`src/rtl/id_ex_issue_pkg.sv`:
```
// Shared decode definitions for the ID/EX issue stage: ALU opcodes, RV32I
// opcode/funct encodings and the EX-bound payload bundle.
package id_ex_issue_pkg;

  localparam int unsigned XLEN       = 32;
  localparam int unsigned ALU_OP_W   = 5;
  localparam int unsigned REG_ADDR_W = 5;
  localparam int unsigned FUNCT3_W   = 3;
  localparam int unsigned OPCODE_W   = 7;
  localparam int unsigned FUNCT7_W   = 7;

  typedef enum logic [ALU_OP_W-1:0] {
    ALU_AND   = 5'b00000,
    ALU_OR    = 5'b00001,
    ALU_ADD   = 5'b00010,
    ALU_XOR   = 5'b00011,
    ALU_SLL   = 5'b00100,
    ALU_SRL   = 5'b00101,
    ALU_SUB   = 5'b00110,
    ALU_SRA   = 5'b00111,
    ALU_BEQ   = 5'b01000,
    ALU_BNE   = 5'b01001,
    ALU_BLT   = 5'b01010,
    ALU_BGE   = 5'b01011,
    ALU_BLTU  = 5'b01100,
    ALU_BGEU  = 5'b01101,
    ALU_LUI   = 5'b01110,
    ALU_AUIPC = 5'b01111,
    ALU_LINK  = 5'b10001,
    ALU_SLT   = 5'b11010,
    ALU_SLTU  = 5'b11100
  } alu_op_e;

  // RV32I major opcodes
  localparam logic [OPCODE_W-1:0] OPC_OP     = 7'b0110011;
  localparam logic [OPCODE_W-1:0] OPC_OP_IMM = 7'b0010011;
  localparam logic [OPCODE_W-1:0] OPC_BRANCH = 7'b1100011;
  localparam logic [OPCODE_W-1:0] OPC_LUI    = 7'b0110111;
  localparam logic [OPCODE_W-1:0] OPC_AUIPC  = 7'b0010111;
  localparam logic [OPCODE_W-1:0] OPC_JAL    = 7'b1101111;
  localparam logic [OPCODE_W-1:0] OPC_JALR   = 7'b1100111;
  localparam logic [OPCODE_W-1:0] OPC_LOAD   = 7'b0000011;
  localparam logic [OPCODE_W-1:0] OPC_STORE  = 7'b0100011;

  // ALU-class funct3
  localparam logic [FUNCT3_W-1:0] F3_ADD_SUB = 3'b000;
  localparam logic [FUNCT3_W-1:0] F3_SLL     = 3'b001;
  localparam logic [FUNCT3_W-1:0] F3_SLT     = 3'b010;
  localparam logic [FUNCT3_W-1:0] F3_SLTU    = 3'b011;
  localparam logic [FUNCT3_W-1:0] F3_XOR     = 3'b100;
  localparam logic [FUNCT3_W-1:0] F3_SRL_SRA = 3'b101;
  localparam logic [FUNCT3_W-1:0] F3_OR      = 3'b110;
  localparam logic [FUNCT3_W-1:0] F3_AND     = 3'b111;

  // Branch funct3
  localparam logic [FUNCT3_W-1:0] F3_BEQ  = 3'b000;
  localparam logic [FUNCT3_W-1:0] F3_BNE  = 3'b001;
  localparam logic [FUNCT3_W-1:0] F3_BLT  = 3'b100;
  localparam logic [FUNCT3_W-1:0] F3_BGE  = 3'b101;
  localparam logic [FUNCT3_W-1:0] F3_BLTU = 3'b110;
  localparam logic [FUNCT3_W-1:0] F3_BGEU = 3'b111;

  localparam logic [FUNCT3_W-1:0] F3_JALR = 3'b000;

  localparam logic [FUNCT7_W-1:0] F7_ZERO = 7'b0000000;
  localparam logic [FUNCT7_W-1:0] F7_ALT  = 7'b0100000;

  typedef struct packed {
    logic                  valid;
    alu_op_e               alu_op;
    logic [XLEN-1:0]       a;
    logic [XLEN-1:0]       b;
    logic [XLEN-1:0]       imm;
    logic [XLEN-1:0]       pc;
    logic [REG_ADDR_W-1:0] rd;
    logic [FUNCT3_W-1:0]   funct3;
    logic                  rf_we;
    logic                  mem_re;
    logic                  mem_we;
    logic                  illegal;
  } ex_bundle_t;

  // LB/LH/LW/LBU/LHU
  function automatic logic load_f3_ok(input logic [FUNCT3_W-1:0] f3);
    return (f3 == 3'b000) || (f3 == 3'b001) || (f3 == 3'b010) ||
           (f3 == 3'b100) || (f3 == 3'b101);
  endfunction

  // SB/SH/SW
  function automatic logic store_f3_ok(input logic [FUNCT3_W-1:0] f3);
    return (f3 == 3'b000) || (f3 == 3'b001) || (f3 == 3'b010);
  endfunction

endpackage

```
`src/rtl/imm_gen.sv`:
```
// RV32I immediate extraction: all five immediate formats, purely combinational.
module imm_gen
  import id_ex_issue_pkg::*;
(
  input  logic [XLEN-1:0] i_inst,
  output logic [XLEN-1:0] o_imm_i,
  output logic [XLEN-1:0] o_imm_s,
  output logic [XLEN-1:0] o_imm_b,
  output logic [XLEN-1:0] o_imm_u,
  output logic [XLEN-1:0] o_imm_j
);

  // opcode field carries no immediate bits
  logic w_unused_opcode;
  assign w_unused_opcode = ^i_inst[6:0];

  assign o_imm_i = {{20{i_inst[31]}}, i_inst[31:20]};
  assign o_imm_s = {{20{i_inst[31]}}, i_inst[31:25], i_inst[11:7]};
  assign o_imm_b = {{19{i_inst[31]}}, i_inst[31], i_inst[7], i_inst[30:25],
                    i_inst[11:8], 1'b0};
  assign o_imm_u = {i_inst[31:12], 12'b0};
  assign o_imm_j = {{11{i_inst[31]}}, i_inst[31], i_inst[19:12], i_inst[20],
                    i_inst[30:21], 1'b0};

endmodule

```
`src/rtl/id_ex_issue.sv`:
```
// ID/EX issue stage: decodes an RV32I word and registers the EX-bound operands,
// control enables and ALU opcode, with stall hold and branch-redirect flush.
module id_ex_issue
  import id_ex_issue_pkg::*;
(
  input  logic                  cpu_clk,
  input  logic                  cpu_rst_n,
  input  logic                  in_valid,
  output logic                  in_ready,
  input  logic [XLEN-1:0]       inst,
  input  logic [XLEN-1:0]       in_pc,
  input  logic [XLEN-1:0]       rs1_data,
  input  logic [XLEN-1:0]       rs2_data,
  input  logic                  stall,
  input  logic                  flush,
  output logic                  ex_valid,
  output logic [ALU_OP_W-1:0]   ex_alu_op,
  output logic [XLEN-1:0]       ex_a,
  output logic [XLEN-1:0]       ex_b,
  output logic [XLEN-1:0]       ex_imm,
  output logic [XLEN-1:0]       ex_pc,
  output logic [REG_ADDR_W-1:0] ex_rd,
  output logic [FUNCT3_W-1:0]   ex_funct3,
  output logic                  ex_rf_we,
  output logic                  ex_mem_re,
  output logic                  ex_mem_we,
  output logic                  ex_illegal
);

  logic [XLEN-1:0]     w_imm_i;
  logic [XLEN-1:0]     w_imm_s;
  logic [XLEN-1:0]     w_imm_b;
  logic [XLEN-1:0]     w_imm_u;
  logic [XLEN-1:0]     w_imm_j;
  logic [OPCODE_W-1:0] w_opc;
  logic [FUNCT3_W-1:0] w_f3;
  logic [FUNCT7_W-1:0] w_f7;
  logic                w_f7_zero;
  logic                w_f7_alt;
  logic [XLEN-1:0]     w_shamt;
  logic                w_writes;
  logic                w_illegal;
  ex_bundle_t          w_dec;
  ex_bundle_t          r_ex;

  imm_gen u_imm_gen (
    .i_inst  (inst),
    .o_imm_i (w_imm_i),
    .o_imm_s (w_imm_s),
    .o_imm_b (w_imm_b),
    .o_imm_u (w_imm_u),
    .o_imm_j (w_imm_j)
  );

  assign w_opc     = inst[6:0];
  assign w_f3      = inst[14:12];
  assign w_f7      = inst[31:25];
  assign w_f7_zero = (w_f7 == F7_ZERO);
  assign w_f7_alt  = (w_f7 == F7_ALT);
  assign w_shamt   = XLEN'(inst[24:20]);

  assign in_ready = ~stall;

  // Instruction decode into the EX payload
  always_comb begin
    w_dec        = '0;
    w_writes     = 1'b0;
    w_illegal    = 1'b0;
    w_dec.valid  = 1'b1;
    w_dec.alu_op = ALU_AND;
    w_dec.a      = rs1_data;
    w_dec.pc     = in_pc;
    w_dec.rd     = inst[11:7];
    w_dec.funct3 = w_f3;

    case (w_opc)
      OPC_OP: begin
        w_dec.b  = rs2_data;
        w_writes = 1'b1;
        case (w_f3)
          F3_ADD_SUB: w_dec.alu_op = w_f7_alt ? ALU_SUB : ALU_ADD;
          F3_SLL:     w_dec.alu_op = ALU_SLL;
          F3_SLT:     w_dec.alu_op = ALU_SLT;
          F3_SLTU:    w_dec.alu_op = ALU_SLTU;
          F3_XOR:     w_dec.alu_op = ALU_XOR;
          F3_SRL_SRA: w_dec.alu_op = w_f7_alt ? ALU_SRA : ALU_SRL;
          F3_OR:      w_dec.alu_op = ALU_OR;
          default:    w_dec.alu_op = ALU_AND;
        endcase
        // funct7=0100000 only qualifies SUB and SRA
        if (!(w_f7_zero || (w_f7_alt && ((w_f3 == F3_ADD_SUB) || (w_f3 == F3_SRL_SRA)))))
          w_illegal = 1'b1;
      end

      OPC_OP_IMM: begin
        w_dec.b   = w_imm_i;
        w_dec.imm = w_imm_i;
        w_writes  = 1'b1;
        case (w_f3)
          F3_ADD_SUB: w_dec.alu_op = ALU_ADD;
          F3_SLL: begin
            w_dec.alu_op = ALU_SLL;
            w_dec.b      = w_shamt;
            if (!w_f7_zero) w_illegal = 1'b1;
          end
          F3_SLT:  w_dec.alu_op = ALU_SLT;
          F3_SLTU: w_dec.alu_op = ALU_SLTU;
          F3_XOR:  w_dec.alu_op = ALU_XOR;
          F3_SRL_SRA: begin
            w_dec.alu_op = w_f7_alt ? ALU_SRA : ALU_SRL;
            w_dec.b      = w_shamt;
            if (!(w_f7_zero || w_f7_alt)) w_illegal = 1'b1;
          end
          F3_OR:   w_dec.alu_op = ALU_OR;
          default: w_dec.alu_op = ALU_AND;
        endcase
      end

      OPC_BRANCH: begin
        w_dec.b   = rs2_data;
        w_dec.imm = w_imm_b;
        case (w_f3)
          F3_BEQ:  w_dec.alu_op = ALU_BEQ;
          F3_BNE:  w_dec.alu_op = ALU_BNE;
          F3_BLT:  w_dec.alu_op = ALU_BLT;
          F3_BGE:  w_dec.alu_op = ALU_BGE;
          F3_BLTU: w_dec.alu_op = ALU_BLTU;
          F3_BGEU: w_dec.alu_op = ALU_BGEU;
          default: w_illegal    = 1'b1;
        endcase
      end

      OPC_LUI: begin
        w_dec.alu_op = ALU_LUI;
        w_dec.a      = '0;
        w_dec.b      = w_imm_u;
        w_dec.imm    = w_imm_u;
        w_writes     = 1'b1;
      end

      OPC_AUIPC: begin
        w_dec.alu_op = ALU_AUIPC;
        w_dec.a      = in_pc;
        w_dec.b      = w_imm_u;
        w_dec.imm    = w_imm_u;
        w_writes     = 1'b1;
      end

      OPC_JAL: begin
        w_dec.alu_op = ALU_LINK;
        w_dec.a      = '0;
        w_dec.imm    = w_imm_j;
        w_writes     = 1'b1;
      end

      OPC_JALR: begin
        w_dec.alu_op = ALU_LINK;
        w_dec.imm    = w_imm_i;
        w_writes     = 1'b1;
        if (w_f3 != F3_JALR) w_illegal = 1'b1;
      end

      OPC_LOAD: begin
        w_dec.alu_op = ALU_ADD;
        w_dec.b      = w_imm_i;
        w_dec.imm    = w_imm_i;
        w_dec.mem_re = 1'b1;
        w_writes     = 1'b1;
        if (!load_f3_ok(w_f3)) w_illegal = 1'b1;
      end

      OPC_STORE: begin
        w_dec.alu_op = ALU_ADD;
        w_dec.b      = w_imm_s;
        w_dec.imm    = w_imm_s;
        w_dec.mem_we = 1'b1;
        if (!store_f3_ok(w_f3)) w_illegal = 1'b1;
      end

      default: w_illegal = 1'b1;
    endcase

    // An illegal word still travels to EX as valid, but with nothing enabled
    if (w_illegal) begin
      w_dec.alu_op  = ALU_AND;
      w_dec.a       = '0;
      w_dec.b       = '0;
      w_dec.imm     = '0;
      w_dec.mem_re  = 1'b0;
      w_dec.mem_we  = 1'b0;
      w_dec.illegal = 1'b1;
      w_writes      = 1'b0;
    end

    w_dec.rf_we = w_writes && (w_dec.rd != '0);
  end

  // EX pipeline register: flush beats stall beats acceptance
  always_ff @(posedge cpu_clk or negedge cpu_rst_n) begin
    if (!cpu_rst_n) begin
      r_ex <= '0;
    end else if (flush) begin
      r_ex.valid   <= 1'b0;
      r_ex.rf_we   <= 1'b0;
      r_ex.mem_re  <= 1'b0;
      r_ex.mem_we  <= 1'b0;
      r_ex.illegal <= 1'b0;
    end else if (!stall) begin
      if (in_valid) begin
        r_ex <= w_dec;
      end else begin
        r_ex.valid   <= 1'b0;
        r_ex.rf_we   <= 1'b0;
        r_ex.mem_re  <= 1'b0;
        r_ex.mem_we  <= 1'b0;
        r_ex.illegal <= 1'b0;
      end
    end
  end

  assign ex_valid   = r_ex.valid;
  assign ex_alu_op  = r_ex.alu_op;
  assign ex_a       = r_ex.a;
  assign ex_b       = r_ex.b;
  assign ex_imm     = r_ex.imm;
  assign ex_pc      = r_ex.pc;
  assign ex_rd      = r_ex.rd;
  assign ex_funct3  = r_ex.funct3;
  assign ex_rf_we   = r_ex.rf_we;
  assign ex_mem_re  = r_ex.mem_re;
  assign ex_mem_we  = r_ex.mem_we;
  assign ex_illegal = r_ex.illegal;

endmodule

```
`config.mk`:
```
export PLATFORM = sky130hd
export DESIGN_NAME = id_ex_issue
export DESIGN_NICKNAME = d
export VERILOG_FILES = /design/src/rtl/id_ex_issue_pkg.sv /design/src/rtl/imm_gen.sv /design/src/rtl/id_ex_issue.sv
export SDC_FILE = /design/constraint.sdc
export NUM_CORES = 1
export LEC_CHECK = 0
export CAP_MARGIN = 20
export CELL_PAD_IN_SITES_DETAIL_PLACEMENT = 0
export CELL_PAD_IN_SITES_GLOBAL_PLACEMENT = 1
export CORE_MARGIN = 8
export CORE_UTILIZATION = 50
export CTS_CLUSTER_SIZE = 20
export DETAILED_ROUTE_END_ITERATION = 12
export DONT_BUFFER_PORTS = 1
export MAX_ROUTING_LAYER = met4
export PLACE_DENSITY_LB_ADDON = 0.1
export SETUP_SLACK_MARGIN = 0.05
export SYNTH_ARGS = -nofsm -noshare
export SYNTH_HDL_FRONTEND = slang
export SYNTH_SLANG_ARGS = --single-unit
```
`constraint.sdc`:
```
create_clock -name cpu_clk -period 1.91 [get_ports cpu_clk]
set_input_delay 0.382 -clock cpu_clk [delete_from_list [all_inputs] [get_ports cpu_clk]]
set_output_delay 0.382 -clock cpu_clk [all_outputs]
set_load 0.02 [all_outputs]
```
# == Yosys cells after proc, flatten, opt, wreduce, memory -nomap -nowiden ==
# Index checks and enable logic that the tools add are counted.
# op_classes
n_eq_ne,18
muxes,31
bitwise_logic,2
n_reduce_logical,24
# ops
op,count
$pmux 32 s5,2
$mux 146,1
$mux 141,1
$pmux 5 s7,3
$mux 101,1
$pmux 32 s2,1
$mux 32,1
$eq 7x6->1 const B,4
$pmux 4 s6,1
$eq 7x7->1 const B,3
$eq 7x5->1 const B,2
$mux 1,13
$eq 3x3->1 const B,4
$reduce_or 2->1,6
$mux 4,2
$eq 7x2->1 const B,1
$logic_not 7->1,1
$logic_or 1x1->1,7
$pmux 1 s7,1
$reduce_or 7->1,1
$eq 3x2->1 const B,2
$mux 3,2
$reduce_or 3->1,2
$reduce_or 6->1,1
other kinds (10),12
# word_totals
regBits,146
in_bits,133
elab_cells,87

# == Longest topological paths before layout ==
# Gate-level depths: netlist of the first run.
# logic_depth
depth_word,12
mapped_depth,9
ltp_nobuf,6

# == Hierarchy ==
# A second synthesis of the first run with hierarchy kept.
# unflattened
hier_cells,985
area_unflattened_um2,8644.5
# modules_own_cells
mod,instances,cells_each,area_per_inst_um2,seq_area_each_um2
id_ex_issue,1,824,7439.6,3653.5
imm_gen,1,161,1204.9,0.0

# == Least setup slack after synthesis of the first run ==
# Ideal clock, no wire load.
# synth_path
kind,in2reg
startpoint,input port inst[3]
endpoint,register r_ex (netlist bit ex_imm[10])
setup_ns,0.122
t_arrival_ns,1.966
t_required_ns,1.788
slack_ns,-0.177
path_stages,7
path_cell_list,nand4bb_4 -> or2_2 -> clkbuf_1 -> o32ai_4 -> nor3_1 -> buf_2 -> a32o_1
# synth_between
elab_chain_len,4
elab_cells_between_ends,15
# synth_rtl
element,line_no,source
start: declaration,id_ex_issue.sv:10,"input logic [XLEN-1:0] inst,"
$eq 7x5->1 (tied with other cells),id_ex_issue.sv:76,case (w_opc)
$reduce_or 3->1 (no source line) or $reduce_or 2->1 (tied branches),--,
$pmux 1 s7 or $pmux 32 s5 (tied branches),id_ex_issue.sv:76,
$mux 101 *,id_ex_issue.sv:184,if (w_illegal) begin
end signal: assignment,id_ex_issue.sv:210,r_ex <= w_dec;
end: declaration,id_ex_issue.sv:44,ex_bundle_t r_ex;
# Every way passes the cells marked *; elsewhere a longest branch is shown, timed or not.
# A chain may end at the register's enable or synchronous reset.

# == Worst setup path after layout of the first run ==
# layout_path
startpoint,input port inst[27]
endpoint,register r_ex (netlist bit ex_b[11])
# layout_between
elab_chain_len,6
elab_cells_between_ends,11
# layout_rtl
element,line_no
$eq 7x6->1 or $logic_not 7->1 (tied branches),"id_ex_issue.sv:59, id_ex_issue.sv:58"
$logic_or 1x1->1 or $logic_and 1x1->1 (tied branches),"id_ex_issue.sv:112, id_ex_issue.sv:91"
$mux 1 or $logic_or 1x1->1 (tied branches),"id_ex_issue.sv:112, id_ex_issue.sv:91"
$pmux 1 s2 or $mux 1 (tied branches),"id_ex_issue.sv:99, id_ex_issue.sv:91"
$pmux 1 s7 *,id_ex_issue.sv:76
$mux 101 *,id_ex_issue.sv:184
# Marks and branches as above.

==> parameters.txt, run 1 <==
Parameter                              Value

Status
  Run status    finished with violations
  Failing checks    negative hold slack

STA
  Final count of hold timing violations    146
  Worst Tran Pin Value    0.440 ns
  Minimum clock period after layout    1.74 ns
  RSZ-0062 raised after global routing    no
  Post-route setup slack    0.174 ns
  Final period util    0.909
  Fin. max-slew vios    0
  Max_slew headroom    0.699
  Clock Skews    0 ns
  Worst-case hold slack    -0.340 ns
  Highest clock rate    576 MHz
  Setup Viol. Count Final    0

Cells and area
  Layout net count    869
  Leading cell types in the layout, fill and taps excluded    nand2_1, dfrtp_1, buf_4
  Area growth from synthesis to layout    14.3%
  Most common cell after layout, fill and taps aside    nand2_1
  Antenna diode count    0
  Post-route design area    7770 sq um
  Fill cell total of the finished layout    1,163
  Share of layout cells above drive strength 1    0.123
  Cell Count, Final, Fillers Out    924

Route
  ANT nets after route    0
  Count of routing violations after the opening detailed-route iteration    474
  Detailed-routing iteration count for the pre-antenna-repair pass    5
  Drc violations    0
  Post-detailed-route wirelength per cell    24.0 microns
  Routed vias    5,802
  Detailed-route vias per instance    6.28
  WL final    22.2 mm

CTS
  Clock tree from TritonCTS    yes
  Clock network latency to the later pin of the worst-skew pair    0.42 ns
  # resized after CTS    0
  Clock tree buffer depth    2
  Sink count of the clock tree    146
  Clk root buf    clkbuf_16
  Post-CTS Setup Repair Bufs    0
  Clock-pin transition on the worst setup and hold timing paths    0.06 ns
  CTS H-tree lvls    4
  CTS Buf Count    17

Floorplan
  Floorplan die area    17,600 sq um
  Die Y-Extent    133 microns
  Starting Density    0.513
  Floorplan Core Area    13,200 sq um
  Chip width    133 microns
  Site Rows    42
  Ports placed on the boundary    280

Power
  Reported leakage power    3.57 nW
  Power per unit of standard cell area    978 nW/um^2
  Worst vdd ir    533 uV

Logic synthesis
  Synth async-reset ratio    1.00
  Post-synthesis sequential area ratio    0.537
  Avg Cell Area, Syn    9.30 sq um
  Synth warnings    0
  Number of flops mapped to enable cells by yosys    0
  Count of mapped cells out of synthesis    731
  Yosys reg bits    146
  Mapped cell area    6800 sq um
  Unique cell type count in the Yosys netlist    47
  Most common flop cell mapped by yosys    dfrtp_1
  Nets in the synthesized netlist    864

GRT
  Number of antenna violations at the first check in global routing    0
  M3 GR Usage    0.0950
  Highest-utilization routing layer at the global route stage    met2
  Via count of the first global-routing pass    5,845
  Total routing resource utilization after global routing    0.256
  Pin count of the biggest net entering global routing    147
  Met1 layer usage reported by global route    0.303
  Wire length of the first global-routing pass    34.4 mm
  Overflow left after global routing    0
  Met2 usage    0.399

Placed design
  Post-placement cell area    7180 sq um
  Count of placed standard cells including taps    893
  Setup Slack @ Placement    -0.249 ns
  HPWL after detailed placement    16.2 mm
  Port Buffers    0
  Final RePlAce weighted congestion    0.903

Worst setup path
  Signal arrival time at the worst endpoint    2.07 ns
  Worst Setup Path Type    in -> reg
  Required time of the worst setup path    2.24 ns
  Startpoint type of the worst setup path    primary input
  Peak fanout along the critical path    32
  Endpoint kind of the worst setup timing path    flop

Hold path
  Classification of the worst-slack hold path    in -> async

Flow run
  Count of max-cap constraint violations    0
-- cell type report --
type,count,area [sq um],share of cell area
timing repair buffer,44,380,0.0490
clock inverter,11,136,0.0176
multi-input combinational,522,2900,0.374
sequential,146,3650,0.470
tap,176,220,0.0283
clock buffer,20,457,0.0588
inverter,5,18.8,0.00242
-- synthesized netlist by cell type, drive strengths merged, types with 12 or more instances --
cell type,count,area (sq um)
a22o,38,333
dfrtp,146,3650
a31oi,32,200
o21ai,43,215
buf,17,116
a21o,13,97.6
nand2,236,886
clkbuf,41,154
nor2,17,63.8
a22oi,12,90.1
a21oi,12,63.8
a221oi,21,184
nand3,35,175
-- path summary, 6_finish.rpt --
check	slack, ns	startpoint	cells after the start	end
max in group asynchronous	2.08	cpu_rst_n	0	ex_valid
setup / recovery	0.17	inst[27]	5	ex_b[11]
hold reg to reg	0.62	ex_b[31]	2	ex_b[31]
hold / removal	-0.34	cpu_rst_n	0	ex_b[30]
min in group cpu_clk	0.02	flush	1	ex_valid
setup reg to reg	1.06	ex_a[0]	2	ex_a[0]
-- critical path, cell delays in order --
cell	delay, ns
or4_4	0.53
nor3_4	0.25
o32ai_4	0.15
or3_4	0.53
o21ai_1	0.22
-- layer usage --
metal,part of all wire,vias up
li1,-,2601
met1,0.39,2869
met2,0.49,306
met3,0.11,26
met4,0.014,0
met5,0,-
-- power by group --
| part | leakage [nW] | switching [W] | internal (W) | total, W |
|---|---|---|---|---|
| Clock | 0.295 | 0.00125 | 0.00210 | 0.00336 |
| Sequential | 1.95 | 0.000473 | 0.00332 | 0.00379 |
| Combinational | 1.32 | 0.000264 | 0.000191 | 0.000454 |
| Total | 3.57 | 0.00199 | 0.00561 | 0.00760 |
-- flip-flops by register name, summed over array words and instances (netlist names) --
signal,count
ex_rd,5
ex_mem_re,1
ex_pc,32
ex_a,32
ex_mem_we,1
ex_alu_op,5
ex_rf_we,1
ex_illegal,1
ex_imm,32
ex_b,32
ex_funct3,3
ex_valid,1
-- through the flow --
step / hold WS [ns] / setup TNS, ns / utilization / power [W]
finish: -0.340 / 0 / 0.587 / 0.00760
global route: -0.360 / 0 / 0.587 / 0.00788
CTS: -0.359 / 0 / 0.587 / 0.00767
detailed placement: 0.0907 / -15.00 / 0.542 / 0.00431
global placement: 0.0909 / -13.06 / 0.542 / 0.00428
floorplan: 0.0864 / -5.97 / - / 0.00414
-- kinds of logic (layout without fill, tap and decap cells) --
family	after synthesis	after routing	synth area share
and+or+nand+nor	322	322	0.206
AOI/OAI and AO/OA	198	198	0.212
buffers and inverters	63	80	0.0425
DFF	146	146	0.537
xor gates and xnor gates	2	2	0.00258
Power figures use the tool's default switching activity.
==> inputs of run 2 (changes only) <==
Settings changed: CORE_UTILIZATION 50 to 44, GPL_TIMING_DRIVEN set to 0.
Clock period 1.91 ns to 1.6 ns, I/O delays scaled along.
==> run 2 against run 1 <==
  * The run ends with negative hold slack, negative setup slack left
  * Clock skew stayed put
  * Final cell count is 9.1% higher
  * Highest routed layer unchanged
  * Register-to-register slack worse by 0.36 ns
  * Critical path type unchanged
  * Clock-buffer cell count stayed put
  * Worst setup slack worse by 0.19 ns
  * Clock power is 14% higher
  * Global-route usage is 0.41 points lower
==> parameters.txt, run 2 (synthesized netlist as in run 1, its figures left out) <==
Parameter                              Value

Status
  Run status    finished with violations
  Failing checks    negative hold slack, negative setup slack

Power
  Power per unit of standard cell area    1040 nW/um^2 (+6.8%)
  Internal power    0.00657 W (+17%)
  Sw power    0.00259 W (+30%)
  Share of total power consumed by net switching    0.282 (+0.0204)
  Worst vdd ir    712 uV (+34%)
  Sequential group share of total power    0.494 (-0.005)
  Fraction of power consumed by combinational cells    0.087 (+0.027)
  Clock Power Share    0.419 (-0.023)
  Final Total Pwr    0.00916 W (+21%)
  Reported leakage power    3.92 nW (+10%)

Worst setup path
  Worst Setup Path Type    in -> reg
  Startpoint of the worst setup timing path    inst[27]
  Reg2Reg Launch Point    ex_a[23]
  Capturing element of the worst setup path    ex_b[7]
  Worst reg2reg endpoint    ex_a[23]
  R2r setup slk    0.70 ns (-0.36 ns)
  Signal arrival time at the worst endpoint    1.96 ns (-0.11 ns)
  Required time of the worst setup path    1.94 ns (-0.30 ns)
  Peak fanout along the critical path    10 (-69%)
  Startpoint type of the worst setup path    primary input
  Endpoint kind of the worst setup timing path    flop
  Worst r2r path cells    2 (unchanged)

GRT
  Total routing resource utilization after global routing    0.252 (-0.00406)
  Number of antenna violations at the first check in global routing    0 (unchanged)
  Pin count of the biggest net entering global routing    147 (unchanged)
  Via count of the first global-routing pass    6,180 (+5.7%)
  Overflow left after global routing    0 (unchanged)
  Wire length of the first global-routing pass    36.7 mm (+6.8%)

Placed design
  Final RePlAce weighted congestion    0.880 (-2.6%)
  Port Buffers    0 (unchanged)
  Count of placed standard cells including taps    920 (+3.0%)
  Setup Slack @ Placement    -0.980 ns (-0.731 ns)
  HPWL after detailed placement    18.2 mm (+12%)

STA
  Fin. max-slew vios    0 (unchanged)
  Worst Tran Pin Value    0.646 ns (+0.206 ns)
  Minimum clock period after layout    1.61 ns
  Final period util    1.01
  Clock Skews    0 ns (unchanged)
  Max_slew headroom    0.569 (-0.130)
  Worst-case hold slack    -0.405 ns (-0.0647 ns)
  Setup Viol. Count Final    6 (+6)
  Post-route setup slack    -0.0135 ns (-0.188 ns)
  Highest clock rate    620 MHz
  RSZ-0062 raised after global routing    yes
  Final count of hold timing violations    146 (unchanged)

CTS
  Clk root buf    clkbuf_16
  Clock tree from TritonCTS    yes
  Post-cts hold buffer count    24
  Clock network latency to the later pin of the worst-skew pair    0.41 ns (about the same)
  Clock-pin transition on the worst setup and hold timing paths    0.06 ns (about the same)
  CTS H-tree lvls    4 (unchanged)
  CTS Buf Count    17 (unchanged)
  Clock tree buffer depth    2 (unchanged)
  Sink count of the clock tree    146 (unchanged)

Cells and area
  Leading cell types in the layout, fill and taps excluded    nand2_1, dfrtp_1, a22o_1
  Share of layout cells above drive strength 1    0.209 (+0.0855)
  Antenna diode count    0 (unchanged)
  Layout net count    941 (+8.3%)
  Cell Count, Final, Fillers Out    1,008 (+9.1%)
  Utilization after layout    0.579 (-0.00788)
  Most common cell after layout, fill and taps aside    nand2_1
  Area growth from synthesis to layout    28.9%

Floorplan
  Floorplan Core Area    15,100 sq um (+14%)
  Die Y-Extent    140 microns (+5.8%)
  Chip width    140 microns (+5.8%)
  Site Rows    45 (+7.1%)
  Starting Density    0.449 (-0.0645)
  Ports placed on the boundary    280 (unchanged)
  Floorplan die area    19,700 sq um (+12%)

Route
  Drc violations    0 (unchanged)
  Detailed-routing iteration count for the pre-antenna-repair pass    4 (-1)
  Routed vias    6,148 (+6.0%)
  WL final    25.2 mm (+14%)
  Count of routing violations after the opening detailed-route iteration    383 (-19%)
  Post-detailed-route wirelength per cell    25.0 microns (+4.3%)
  Detailed-route vias per instance    6.10 (-2.9%)
  ANT nets after route    0 (unchanged)

Flow run
  Count of max-cap constraint violations    0 (unchanged)

Hold path
  Classification of the worst-slack hold path    in -> async
-- run 2: worst max-delay path, cell delays in order --
cell and delay, ns:
or4_4 0.53, nor3_4 0.24, o32ai_4 0.15, or3_4 0.42, buf_6 0.17, o21ai_1 0.12
-- run 2: through the flow --
| step | hold WS, ns | TNS, ns | area, sq um |
|---|---|---|---|
| 3_3_place_gp | 0.0285 | -91.10 | 7140 |
| 5_1_grt | -0.429 | -0.893 | 8770 |
| 2_1_floorplan | 0.0244 | -30.57 | 6910 |
| 3_5_place_dp | 0.0286 | -101.08 | 7150 |
| 4_1_cts | -0.421 | 0 | 8290 |
| 6_report | -0.405 | -0.0378 | 8770 |
-- run 2: per-layer routing --
metal / global-route usage / routed length (microns)
met1: 0.285 / 9380
met2: 0.411 / 12800
met3: 0.0836 / 2600
met4: 0.0886 / 488
met5: - / 0
-- run 2: power by group through the flow --
stage	Combinational (W)	Clock (W)	Sequential (W)
global placement	0.000563	0	0.00459
detailed placement	0.000590	0	0.00459
CTS	0.000680	0.00389	0.00453
finish	0.000799	0.00384	0.00452
global route	0.000879	0.00407	0.00456
floorplan	0.000458	0	0.00449
-- run 2: how the worst min path moves through the flow --
stage / start / endpoint / slack, ns / cells after the start
final: cpu_rst_n / ex_b[7] / -0.41 / 0
after global routing: cpu_rst_n / ex_b[7] / -0.43 / 0
after CTS: cpu_rst_n / ex_b[7] / -0.42 / 0
after detailed placement: cpu_rst_n / ex_b[7] / 0.03 / 0
after global placement: cpu_rst_n / ex_b[10] / 0.03 / 0
after floorplan: cpu_rst_n / ex_a[0] / 0.02 / 0
-- run 2: what timing repair did --
item	in CTS	in global routing
gates resized for setup	35	89
pin swaps	15	28
endpoints found under the setup margin	114	128
hold endpoints to repair	170	146
setup buffers	24	6
cloned	3	2
-- run 2: area by class of cell --
class | count | area [sq um]
well taps | 188 | 235
clock inverters | 11 | 105
inverters | 5 | 22.5
fillers | 1302 | 6380
multi-input cells | 522 | 3300
flip-flops and latches | 146 | 3650
clock buffers | 20 | 467
plain buffers | 57 | 414
repair buffers | 59 | 573
